**src/rtl/sprite_layer_mux.sv**
```systemverilog
// Per-pixel sprite compositor with player/obstacle overlap tracking and per-frame collision events.
// Latency 1 cycle for rgb_out; events issued the cycle after the closing frame_start; no backpressure.
// Optional macro SPRITE_MUX_COOLDOWN_EN adds a COOLDOWN state that suppresses events for COOLDOWN_FRAMES frames.
module sprite_layer_mux #(
    parameter int         NUM_LAYERS      = 4,
    parameter logic [7:0] MASK_VALUE      = 8'h62,
    parameter int         COOLDOWN_FRAMES = 30
) (
    input  logic                          clk,
    input  logic                          resetN,
    input  logic                          frame_start,
    input  logic                          draw_enable,
    input  logic [NUM_LAYERS*8-1:0]       layer_color,
    input  logic [7:0]                    bg_color,
    output logic [7:0]                    rgb_out,
    output logic [NUM_LAYERS-2:0]         hit_flags,
    output logic                          collision_pulse,
    output logic [$clog2(NUM_LAYERS)-1:0] collision_layer
);

    localparam int OBS = NUM_LAYERS - 1;
    localparam int LW  = $clog2(NUM_LAYERS);

    typedef enum logic [1:0] {
        IDLE     = 2'd0,
        REPORT   = 2'd1,
        COOLDOWN = 2'd2
    } state_t;

    state_t                state_q, state_d;
    logic [7:0]            rgb_q, rgb_d;
    logic [OBS-1:0]        acc_q, acc_d;
    logic [OBS-1:0]        hit_q, hit_d;
    logic [LW-1:0]         layer_q, layer_d;
    logic [NUM_LAYERS-1:0] opaque;
    logic [OBS-1:0]        ov;
    logic [LW-1:0]         first_idx;

`ifdef SPRITE_MUX_COOLDOWN_EN
    localparam int CNT_W = (COOLDOWN_FRAMES > 0) ? $clog2(COOLDOWN_FRAMES + 1) : 1;
    logic [CNT_W-1:0] cnt_q, cnt_d;
`endif

    // Lowest-index opaque layer wins; the background shows through only when all are transparent.
    always_comb begin
        opaque = '0;
        rgb_d  = bg_color;
        for (int k = 0; k < NUM_LAYERS; k++) begin
            opaque[k] = (layer_color[k*8 +: 8] != MASK_VALUE);
        end
        for (int k = NUM_LAYERS - 1; k >= 0; k--) begin
            if (opaque[k]) begin
                rgb_d = layer_color[k*8 +: 8];
            end
        end
        if (!draw_enable) begin
            rgb_d = 8'h00;
        end
    end

    always_comb begin
        ov = '0;
        for (int k = 1; k < NUM_LAYERS; k++) begin
            ov[k-1] = draw_enable & opaque[0] & opaque[k];
        end
    end

    // The boundary cycle's own overlap belongs to the new frame, never to the one being closed.
    always_comb begin
        acc_d = acc_q | ov;
        hit_d = hit_q;
        if (frame_start) begin
            acc_d = ov;
            hit_d = acc_q;
        end
    end

    always_comb begin
        first_idx = '0;
        for (int k = OBS - 1; k >= 0; k--) begin
            if (acc_q[k]) begin
                first_idx = LW'(k + 1);
            end
        end
    end

    // State register
    always_ff @(posedge clk) begin
        if (!resetN) begin
            state_q <= IDLE;
            rgb_q   <= 8'h00;
            acc_q   <= '0;
            hit_q   <= '0;
            layer_q <= '0;
`ifdef SPRITE_MUX_COOLDOWN_EN
            cnt_q   <= '0;
`endif
        end else begin
            state_q <= state_d;
            rgb_q   <= rgb_d;
            acc_q   <= acc_d;
            hit_q   <= hit_d;
            layer_q <= layer_d;
`ifdef SPRITE_MUX_COOLDOWN_EN
            cnt_q   <= cnt_d;
`endif
        end
    end

    // Next-state logic
    always_comb begin
        state_d = state_q;
        layer_d = layer_q;
`ifdef SPRITE_MUX_COOLDOWN_EN
        cnt_d   = cnt_q;
`endif
        case (state_q)
            IDLE: begin
                if (frame_start && (acc_q != '0)) begin
                    state_d = REPORT;
                    layer_d = first_idx;
                end
            end
            REPORT: begin
`ifdef SPRITE_MUX_COOLDOWN_EN
                if (COOLDOWN_FRAMES > 0) begin
                    state_d = COOLDOWN;
                    cnt_d   = CNT_W'(COOLDOWN_FRAMES);
                end else begin
                    state_d = IDLE;
                end
`else
                state_d = IDLE;
`endif
            end
            COOLDOWN: begin
`ifdef SPRITE_MUX_COOLDOWN_EN
                if (frame_start) begin
                    if (cnt_q == CNT_W'(1)) begin
                        state_d = IDLE;
                        cnt_d   = '0;
                    end else begin
                        cnt_d   = cnt_q - CNT_W'(1);
                    end
                end
`else
                state_d = IDLE;
`endif
            end
            default: state_d = IDLE;
        endcase
    end

    // Output logic
    always_comb begin
        collision_pulse = (state_q == REPORT);
        rgb_out         = rgb_q;
        hit_flags       = hit_q;
        collision_layer = layer_q;
    end

endmodule
```
**config.mk**
```make
export PLATFORM = sky130hd
export DESIGN_NAME = sprite_layer_mux
export DESIGN_NICKNAME = d
export VERILOG_FILES = /design/src/rtl/sprite_layer_mux.sv
export SDC_FILE = /design/constraint.sdc
export NUM_CORES = 1
export LEC_CHECK = 0
export BUFFER_PORTS_ARGS = -buffer_cell sky130_fd_sc_hd__buf_2
export CORE_MARGIN = 1.5
export CORE_UTILIZATION = 41
export DETAILED_ROUTE_END_ITERATION = 12
export PLACE_DENSITY = 0.76
export SLEW_MARGIN = 10
export SYNTH_ARGS = -nofsm -noshare
export SYNTH_HDL_FRONTEND = slang
export SYNTH_SLANG_ARGS = --single-unit
```
**constraint.sdc**
```tcl
create_clock -name clk -period 1.5 [get_ports clk]
set_input_delay 0.225 -clock clk [delete_from_list [all_inputs] [get_ports clk]]
set_output_delay 0.225 -clock clk [all_outputs]
set_load 0.005 [all_outputs]
```
; ---- Yosys cells after proc, flatten, opt, wreduce, memory -nomap -nowiden
; Cells that the tools add are included.
[op_classes]
n_bitwise = 5
n_reduce_logical = 6
mul = 0
n_addsub = 0
div = 0
n_eq_ne = 4
n_mux = 8
shifts = 0
magnitude_cmp = 0
[ops]
columns = operator, count
row1 = $mux W8, 4
row2 = $ne A8 B7 Y1 const B, 4
row3 = $mux W2, 3
row4 = $reduce_and A2 Y1, 3
row5 = $and A1 B1 Y1, 4
row6 = $mux W3, 1
row7 = $or A3 B3 Y3, 1
row8 = $reduce_bool A3 Y1, 1
row9 = $logic_not A2 Y1, 1
row10 = $logic_and A1 B1 Y1, 1
[word_totals]
latch_bits = 0
input_bits = 44
word_cells = 28
mem_bits_rw = 0
n_memories = 0
ff_bits = 17
mem_bits_ro = 0

; ---- Logic depth before layout (Yosys ltp)
[depth]
word_depth = 5
depth_mapped = 5
mapped_depth_nobuf = 4

; ---- Least setup slack after synthesis
; No wires, ideal clock.
[synth_path]
path_type = in2reg
start = input layer_color[8]
end = register rgb_q[0], in the netlist rgb_out[0]
path_buffers = 0
t_arrival_ns = 1.130
slack_ns = 0.281
required_ns = 1.412
path_stages = 4
path_cell_list = nor4b_1 -> nand2_1 -> o21a_1 -> a311oi_2
[synth_between]
elab_chain_len = 3
[synth_rtl]
columns = element, line_no
row1 = "start, declared", 13  ; input logic [NUM_LAYERS*8-1:0] layer_color,
row2 = $ne A8 B7 Y1, 49  ; opaque[k] = (layer_color[k*8 +: 8] != MASK_VALUE);
row3 = $mux W8 (*) (2 in series), 52  ; if (opaque[k]) begin
row4 = "end signal, assigned", 100  ; rgb_q <= rgb_d;
row5 = "end, declared", 31  ; logic [7:0] rgb_q, rgb_d;
; Mark *: on every way between the ends. The rest lies on a longest branch, timed or not.
; A chain may end at the register's enable or synchronous reset.

; ---- Worst setup path in the final report
[layout_path]
start = input layer_color[0]
end = register rgb_q[3], in the netlist rgb_out[3]
[layout_between]
elab_chain_len = 2
[layout_rtl]
columns = element, line_no
row1 = $ne A8 B7 Y1, 49
row2 = $mux W8, 52
; Every way passes these cells.

==> results.json <==
{
  "path_cells": "buf_2 -> nor4b_1 -> and2_1 -> o21ai_1 -> a311oi_2",
  "startpoint": "layer_color[0]",
  "num_vias": 1112,
  "power.density_mw_per_mm2": 680,
  "netlist_instances": 116,
  "yosysWarnings": 0,
  "port_buffers": 57,
  "cts_hold_buf": 0,
  "antenna_found_initial": 0,
  "wire_per_inst_um": 13.4,
  "stdcell_area_sq_mm": 0.00138,
  "dpl.hpwl_mm": 2.32,
  "clk_pin_slew_worst_paths_ns": 0.10,
  "worstMarginPinSlew_ns": 0.414,
  "finalSetupViolations": 0,
  "skew_ns": 0.000564,
  "fin_crit_ns": 1.23,
  "fill_cells": 205,
  "endpoint_kind": "flop",
  "drtPass1Iterations": 4,
  "timing.rr.end": "collision_layer[1]$_SDFFE_PN0P_",
  "cts_root_buf": "clkbuf_4",
  "gp_congestion": 0.861,
  "drt_iter0_markers": 7,
  "yosys-top-cells-area": "dfxtp_1, a311oi_2, a21oi_1, nor4b_4, nor2_1",
  "max_freq_ghz": 0.815,
  "slew_violations": 0,
  "arrival_ns": 1.44,
  "tritoncts": "done",
  "synth_area_sq_mm": 0.00101,
  "r2r-start": "state_q[0]$_SDFFE_PN0P_",
  "fp.dieH_um": 52.6,
  "dpl-instance-area_sq_mm": 0.00135,
  "combPwrFrac_pct": 21.4,
  "hold_end": "rgb_out[2]$_SDFF_PN0_",
  "p_seq_share_pct": 52.1,
  "holdCritPathClass": "in2reg",
  "path_class": "in2reg",
  "clk_path_buf_depth": 2,
  "yosysSeqAreaShare_pct": 33.7,
  "syn2layout_area_growth_pct": 36.5,
  "hp-start": "bg_color[2]",
  "startpoint_type": "input pin",
  "drive_above_1_share_pct": 43.6,
  "grt-ovfl-total": 0,
  "setup_tns_ns": 0,
  "grt_pass1_vias": 1096,
  "finalWirelength_mm": 2.78,
  "max_slew_margin_pct": 72.0,
  "crit_fanout": 5,
  "rows": 17,
  "grt_pass1_wl_mm": 4.59,
  "total_leakage_power_nw": 0.615,
  "cts_post_setup_buffers_inserted": 0,
  "status": "finished clean",
  "holdPathStages": 3,
  "drc": 0,
  "clock_sinks": 17,
  "max_stage_delay_ns": 0.42,
  "cp.required_ns": 1.71,
  "hold_viol": 0,
  "ys_ff_latch": 17,
  "maxCapViolCount": 0,
  "postCtsResizedCells": 0,
  "synth_area_leader_cell": "dfxtp_1",
  "core_sq_mm": 0.00228,
  "h-tree-depth": 1,
  "power_switching_mw": 0.257,
  "die_width_um": 52.6,
  "reg2reg_setup_slack_ns": 0.49,
  "ff2ff_path_depth": 3,
  "start_util_pct": 44.3,
  "fin_crit_sh_pct": 81.8,
  "cts_buffers": 3,
  "die-area_sq_mm": 0.00277,
  "rsz0062_at_grt": "false",
  "drtAntennaViolNets": 0,
  "irDropWorstVdd_uv": 417,
  "yosysTopAreaCellShare_pct": 33.7,
  "grt_max_degree": 12,
  "syn_area_per_cell_sq_um": 8.69,
  "synth.distinct_cells": 29,
  "clock_latency_ns": 0.29,
  "crit_path_top_delay_cell": "nor4b_1",
  "syn-num-nets": 160,
  "final_nets": 224,
  "ios": 58,
  "power.internal_mw": 0.679,
  "viasPerCell": 5.37,
  "pwr-share-clk_pct": 26.5,
  "grt_usage_pct": 22.6,
  "diodes": 0,
  "power_mw": 0.936,
  "swShare_pct": 27.5
}
through the flow:
| step | setup slack [ns] | hold slack (ns) | util, % | cells |
|---|---|---|---|---|
| after global routing | 0.166 | 0.197 | 60.5 | 207 |
| after CTS | 0.306 | 0.194 | 60.5 | 207 |
| after global placement | 0.0217 | 0.431 | 59.3 | 203 |
| final | 0.273 | 0.196 | 60.5 | 207 |
| after floorplan | 0.281 | 0.375 | - | 116 |
| after detailed placement | 0.00572 | 0.448 | 59.3 | 203 |
worst max-delay path by stage:
stage / end / slack, ns
after floorplan: rgb_out[0]$_SDFF_PN0_ / 0.28
after global placement: rgb_out[0]$_SDFF_PN0_ / 0.02
after detailed placement: rgb_out[4]$_SDFF_PN0_ / 0.006
after CTS: rgb_out[0]$_SDFF_PN0_ / 0.31
after global routing: rgb_out[0]$_SDFF_PN0_ / 0.17
final: rgb_out[3]$_SDFF_PN0_ / 0.27
metal layers:
| layer | track usage (%) | wire length, um | up-vias | share of wire [%] |
|---|---|---|---|---|
| met5 | 0 | 0 | - | 0 |
| met3 | 3.43 | 160 | 5 | 5.8 |
| met1 | 25.5 | 1220 | 497 | 44 |
| li1 | - | - | 560 | - |
| met4 | 10.7 | 49 | 0 | 1.8 |
| met2 | 40.8 | 1360 | 50 | 49 |
logic make-up (layout without fill, tap and decap cells):
| family | Yosys count | count (layout) | synth area share (%) |
|---|---|---|---|
| AND/OR/NAND/NOR | 52 | 52 | 33.4 |
| flip-flops | 17 | 17 | 33.7 |
| buffers and inverters | 7 | 70 | 3.47 |
| AO/OA/AOI/OAI | 37 | 37 | 26.4 |
| multiplexers | 3 | 3 | 2.98 |
placed cells by master, fill, tap and decap left out, drive strengths merged, types with 3 or more instances in the layout:
cell type | synthesis | routed
nor2b | 6 | 6
a21oi | 13 | 13
nand2 | 15 | 15
o22ai | 3 | 3
a311oi | 5 | 5
o21ai | 7 | 7
o21a | 5 | 5
mux2i | 3 | 3
dfxtp | 17 | 17
nor2 | 11 | 11
buf | 2 | 63
clkbuf | 2 | 4
inv | 3 | 3
and2 | 3 | 3
nand4 | 4 | 4
nor4b | 4 | 4
worst max-delay path: cells and delay by family:
family / cells / cell delay, ns
simple gates: 2 / 0.73
compound gates: 2 / 0.36
buf+inv: 1 / 0.11
final cells by class:
type	instances	area [sq um]	area share [%]
Inverter	3	11.3	0.818
Multi-Input combinational cell	92	633	46.0
Clock buffer	4	26.3	1.91
Tap cell	28	35.0	2.55
Timing Repair Buffer	63	330	24.0
Sequential cell	17	340	24.7
Yosys cell counts:
master	n
a21boi_1	1
a21oi_1	13
a311oi_2	5
a32oi_1	2
and2_1	3
and4_1	1
and4bb_1	1
buf_2	1
buf_6	1
clkbuf_1	2
dfxtp_1	17
inv_1	3
mux2i_1	3
nand2_1	10
nand2_2	5
nand3b_1	2
nand4_1	4
nand4b_1	2
nor2_1	11
nor2b_1	6
nor4_1	1
nor4b_1	2
nor4b_4	2
nor4bb_1	2
o21a_1	5
o21ai_0	2
o21ai_1	5
o22ai_1	3
o311a_1	1
state kept, by name, indices dropped and copies added (netlist names):
signal,count
acc_q,3
collision_layer,2
hit_flags,3
rgb_out,8
state_q,1
power groups by stage:
stage               Combinational [mW]  Clock (mW)  Sequential [mW]
detailed placement               0.199           0            0.498
global placement                 0.193           0            0.497
finish                           0.200       0.248            0.488
global route                     0.220       0.271            0.491
floorplan                       0.0846           0            0.499
CTS                              0.200       0.250            0.488
(Power assumes the default switching activity.)
